### src/rtl/sort_insert_ctrl.sv
// Insert sequencer for the systolic sort-cell array: PLACE -> WRITE -> ORDER per record, plus occupancy and clear.
// Optional SORT_CTRL_STATS_EN macro enables the insert_total / drop_total counters.
module sort_insert_ctrl #(
    parameter int SORT_WIDTH = 32,
    parameter int NUM_CELLS  = 16,
    parameter int CNT_WIDTH  = 5
) (
    input  logic                  clk,
    input  logic                  reset,
    input  logic [SORT_WIDTH-1:0] in_data,
    input  logic                  in_valid,
    output logic                  in_ready,
    input  logic                  clear,
    output logic [SORT_WIDTH-1:0] datain,
    output logic                  place_en,
    output logic                  wren,
    output logic                  order,
    output logic                  array_reset,
    output logic [CNT_WIDTH-1:0]  count,
    output logic                  full,
    output logic                  busy,
    output logic                  insert_done,
    output logic [31:0]           insert_total,
    output logic [31:0]           drop_total,
    output logic [2:0]            fsm_state
);

    typedef enum logic [2:0] {
        IDLE  = 3'd0,
        PLACE = 3'd1,
        WRITE = 3'd2,
        ORDER = 3'd3,
        CLR   = 3'd4
    } state_t;

    localparam logic [CNT_WIDTH-1:0] CNT_MAX = CNT_WIDTH'(NUM_CELLS);
    localparam logic [CNT_WIDTH-1:0] CNT_ONE = CNT_WIDTH'(1);

    state_t                state;
    state_t                state_next;
    logic [SORT_WIDTH-1:0] hold;
    logic [CNT_WIDTH-1:0]  count_q;
    logic                  accept;

    // Handshake: a record transfers on a cycle where in_valid && in_ready.
    // in_ready is offered in IDLE and in ORDER (so the next insert overlaps
    // the ORDER cycle), never while reset or clear is asserted.
    always_comb begin
        in_ready = 1'b0;
        accept   = 1'b0;
        if (!reset && !clear && (state == IDLE || state == ORDER)) begin
            in_ready = 1'b1;
        end
        accept = in_valid && in_ready;
    end

    always_ff @(posedge clk) begin
        if (reset) begin
            state <= IDLE;
        end else begin
            state <= state_next;
        end
    end

    always_comb begin
        state_next  = state;
        place_en    = 1'b0;
        wren        = 1'b0;
        order       = 1'b0;
        insert_done = 1'b0;
        array_reset = 1'b0;
        case (state)
            IDLE: begin
                if (accept) begin
                    state_next = PLACE;
                end
            end
            PLACE: begin
                place_en   = 1'b1;
                state_next = WRITE;
            end
            WRITE: begin
                wren       = 1'b1;
                state_next = ORDER;
            end
            ORDER: begin
                order       = 1'b1;
                insert_done = 1'b1;
                state_next  = accept ? PLACE : IDLE;
            end
            CLR: begin
                array_reset = 1'b1;
                state_next  = IDLE;
            end
            default: begin
                state_next = IDLE;
            end
        endcase
        // Clear aborts whatever is in flight; no further strobes for it.
        if (clear) begin
            state_next = CLR;
        end
    end

    // The hold register is the broadcast bus itself, stable PLACE..ORDER.
    always_ff @(posedge clk) begin
        if (reset) begin
            hold <= '0;
        end else if (accept) begin
            hold <= in_data;
        end
    end

    always_ff @(posedge clk) begin
        if (reset) begin
            count_q <= '0;
        end else if (state == CLR) begin
            count_q <= '0;
        end else if (state == ORDER && count_q != CNT_MAX) begin
            count_q <= count_q + CNT_ONE;
        end
    end

    assign datain    = hold;
    assign count     = count_q;
    assign full      = (count_q == CNT_MAX);
    assign busy      = (state != IDLE);
    assign fsm_state = state;

`ifdef SORT_CTRL_STATS_EN
    logic [31:0] insert_total_q;
    logic [31:0] drop_total_q;

    // A drop is an insert that lands while the array is already full.
    always_ff @(posedge clk) begin
        if (reset) begin
            insert_total_q <= '0;
            drop_total_q   <= '0;
        end else if (state == ORDER) begin
            insert_total_q <= insert_total_q + 32'd1;
            if (full) begin
                drop_total_q <= drop_total_q + 32'd1;
            end
        end
    end

    assign insert_total = insert_total_q;
    assign drop_total   = drop_total_q;
`else
    assign insert_total = 32'd0;
    assign drop_total   = 32'd0;
`endif

endmodule

### config.mk
export PLATFORM = sky130hd
export DESIGN_NAME = sort_insert_ctrl
export DESIGN_NICKNAME = d
export VERILOG_FILES = /design/src/rtl/sort_insert_ctrl.sv
export SDC_FILE = /design/constraint.sdc
export NUM_CORES = 1
export LEC_CHECK = 0
export BUFFER_PORTS_ARGS = -buffer_cell sky130_fd_sc_hd__buf_4
export CORE_ASPECT_RATIO = 1.4
export CORE_MARGIN = 2
export CORE_UTILIZATION = 44
export DETAILED_ROUTE_END_ITERATION = 16
export GPL_TIMING_DRIVEN = 1
export PLACE_DENSITY = 0.92
export SETUP_SLACK_MARGIN = 0.05
export SLEW_MARGIN = 15
export SYNTH_ARGS = -nofsm -noshare
export SYNTH_HDL_FRONTEND = slang
export SYNTH_SLANG_ARGS = --single-unit
### constraint.sdc
create_clock -name clk -period 2.01 [get_ports clk]
set_input_delay 0.402 -clock clk [delete_from_list [all_inputs] [get_ports clk]]
set_output_delay 0.402 -clock clk [all_outputs]
set_load 0.01 [all_outputs]
==> impl_results.md <==
* Drt total wl at approximately 5700 µm
* Startpoint Class: register
* Cell count after synthesis at 271
* Slowest stage delay, CP at around 0.5 ns
* Initial Util at 0.451
* Routability congestion estimate at 0.701
* Worst-path fanout max at 3
* IO Pins at 148
* Post-placement setup slack at about 0.25 ns
* TritonCTS Buffers at 5
* Final hold viol count at 0
* CTS max path bufs at 2
* Die area at 6200 µm²
* Final setup viols at 0
* DRC at 0
* GRT overflow at 0
* Sw Ratio at 0.278
* Avg WL per Cell at 13.6 µm
* GRT Util Overall at 0.181
* Chip Width at between 60 and 70 µm
* Synth Cell Area at 2450 µm²
* Slew HR at 0.409
* Fillers at 521
* Achievable frequency at 560 MHz
* Row count at 32
* Power consumption at 1.80 mW
* Largest net degree at the start of global routing at 36
* RSZ-0062 raised after global routing: false
* Layout cells sized above 1 at 0.395
* Synth warn at 0
* Critical path arrival at 1.38 ns
* Critical-path top delay cell: or3_2
* Worst skew pair latency at around 0.28 ns
* WP data required at 1.61 ns
* CP Cell Sequence: or3_2 > nor2_1 > buf_4
* Status: finished clean
* Part of the power in combinational logic at 0.181
* Initial DRC Count at 109
* Final Critical Period at 1.78 ns
* First-pass GRT wire length at slightly below 9000 µm
* P&R area growth vs syn at 22.8%
* Most frequent cell after synthesis: buf_4
* Synth top cells by count: buf_4 (70), dfxtp_1 (40), a21oi_1 (38)
* P_leak at about 1.3 nW
* Clk sinks at 40
* Final worst slack at 0.226 ns
* Sum of net half-perimeters after detailed placement at 4090 µm
* Total power divided by cell area at around 600 nW/µm²
* Crit. End Element: output port
* Number of synthesized flops with an enable pin at 0
* TritonCTS clock tree: done
* Seq pwr share at 0.459
* Cell variety after synth at 29
* Worst VDD drop at 0.338 mV
* First-pass detailed-route iteration total at 4
* Diode count at 0
* Max-cap violations at 0
* Synth top area share at 0.326
* ANT nets after route at 0
* Buffer count from post-CTS setup fixing at 0
* Root Driver: clkbuf_8
* Via count at 2,121
* IO buf count at 83
* Worst-path clk slew at 0.08 ns
* H-tree levels at 2
* Skew final at 0.00319 ns
* Largest area contributor in the netlist: dfxtp_1
* Vias in the first global route at 1,919
* Sw power at 501 µW
* Clock power frac at 0.361
* Yosys reg bits at 40
* Pins Over Slew Limit at 0
* Die Height at about 90 µm
* Ranking of synthesized cells by area: dfxtp_1 (33%), buf_4 (21%), o31ai_2 (14%), nand4_1 (8.2%), a21oi_1 (7.7%)
* Initial antenna violation count at 0
* Final nets at 384
* Pint at 1.30 mW
* Hold slack final at 0.367 ns
* Avg Inst Size Synth at 9.06 µm²
* Post-synthesis sequential area ratio at 0.326
* Slew @ Worst Pin at a little under 0.9 ns
* Final Cycle Share at 0.888
* Core area at between 5000 and 6000 µm²
* Setup TNS at 0 ns
* Worst setup path category: reg2out
* Asr flop ratio synth at 0
* Primary FF master, synth: dfxtp_1
* Vias per cell at between 5 and 6
* Worst hold path class: in2reg
==> what timing repair did <==
action | in CTS | in global routing
setup endpoints to repair | 0 | 3
gates resized for setup | 0 | 1
hold buffers | 0 | 0
==> final cells by class <==
class | instances | area, µm² | share of cell area
multi-input cells | 197 | 1250 | 0.414
flip-flops and latches | 40 | 802 | 0.266
repair buffers | 96 | 746 | 0.247
well taps | 68 | 85.1 | 0.0282
clock buffers | 5 | 68.8 | 0.0228
clock inverters | 3 | 42.5 | 0.0141
inverters | 6 | 22.5 | 0.00747
==> critical path, delay by kind of cell (launching register included) <==
family / cells / cell delay (ns)
buf+inv: 1 / 0.14
simple gates: 2 / 0.64
flops: 1 / 0.31
==> power by group through the flow <==
stage	Sequential, mW	Combinational, mW	Clock, mW
after floorplan	0.854	0.279	0
after global placement	0.845	0.320	0
after detailed placement	0.846	0.326	0
after CTS	0.828	0.326	0.668
after global routing	0.830	0.356	0.699
final	0.828	0.326	0.651
==> cell families (layout without fill, tap and decap cells) <==
kind of cell | Yosys count | in the layout | share of synthesized area
flops | 40 | 40 | 0.326
compound gates | 76 | 76 | 0.244
simple gates | 53 | 53 | 0.136
fa+ha+maj | 2 | 2 | 0.0102
buf+inv | 97 | 110 | 0.269
other cells | 1 | 64 | 0.00153
xor+xnor | 2 | 2 | 0.0133
==> path summary, 6_finish.rpt <==
kind	start	endpoint	slack, ns	cells past startpoint
max reg2reg	fsm_state[1]$_SDFFE_PP0P_	datain[17]$_SDFFE_PP0P_	0.31	4
min	clear	fsm_state[2]$_SDFFE_PP0P_	0.37	2
min reg2reg	datain[28]$_SDFFE_PP0P_	datain[28]$_SDFFE_PP0P_	0.47	2
max	fsm_state[2]$_SDFFE_PP0P_	in_ready	0.23	3
==> through the flow <==
step                      cell area, µm²  utilization  cells
after floorplan                     2690            -    334
after global placement              2900        0.533    407
after detailed placement            2900        0.533    407
after CTS                           3010        0.554    415
after global routing                3020        0.554    415
final                               3020        0.554    415
==> flip-flops by register name, indices dropped and copies added (netlist names) <==
register and count:
fsm_state 3, datain 32, count 5
==> layout by cell type, fill, tap and decap left out, types with 3 or more instances in the layout <==
cell      netlist  final
dfxtp_1        40     39
nand2_1         3      3
nor3b_1         3      3
clkbuf_8        0      5
a21oi_1        38     38
o31ai_2        27     27
or3_1           4      3
nand4_1        32     32
o31ai_1         5      5
conb_1          1     64
buf_4          70     94
o21ai_0         4      4
inv_1           6      6
==> per-layer routing <==
| metal | up-vias | part of all wire | track usage | routed length, µm |
|---|---|---|---|---|
| li1 | 993 | - | - | - |
| met1 | 1012 | 0.37 | 0.196 | 2070 |
| met2 | 108 | 0.55 | 0.339 | 3100 |
| met3 | 8 | 0.075 | 0.0401 | 425 |
| met4 | 0 | 0.010 | 0.0476 | 57 |
| met5 | - | 0 | 0 | 0 |
(Power assumes the default switching activity.)
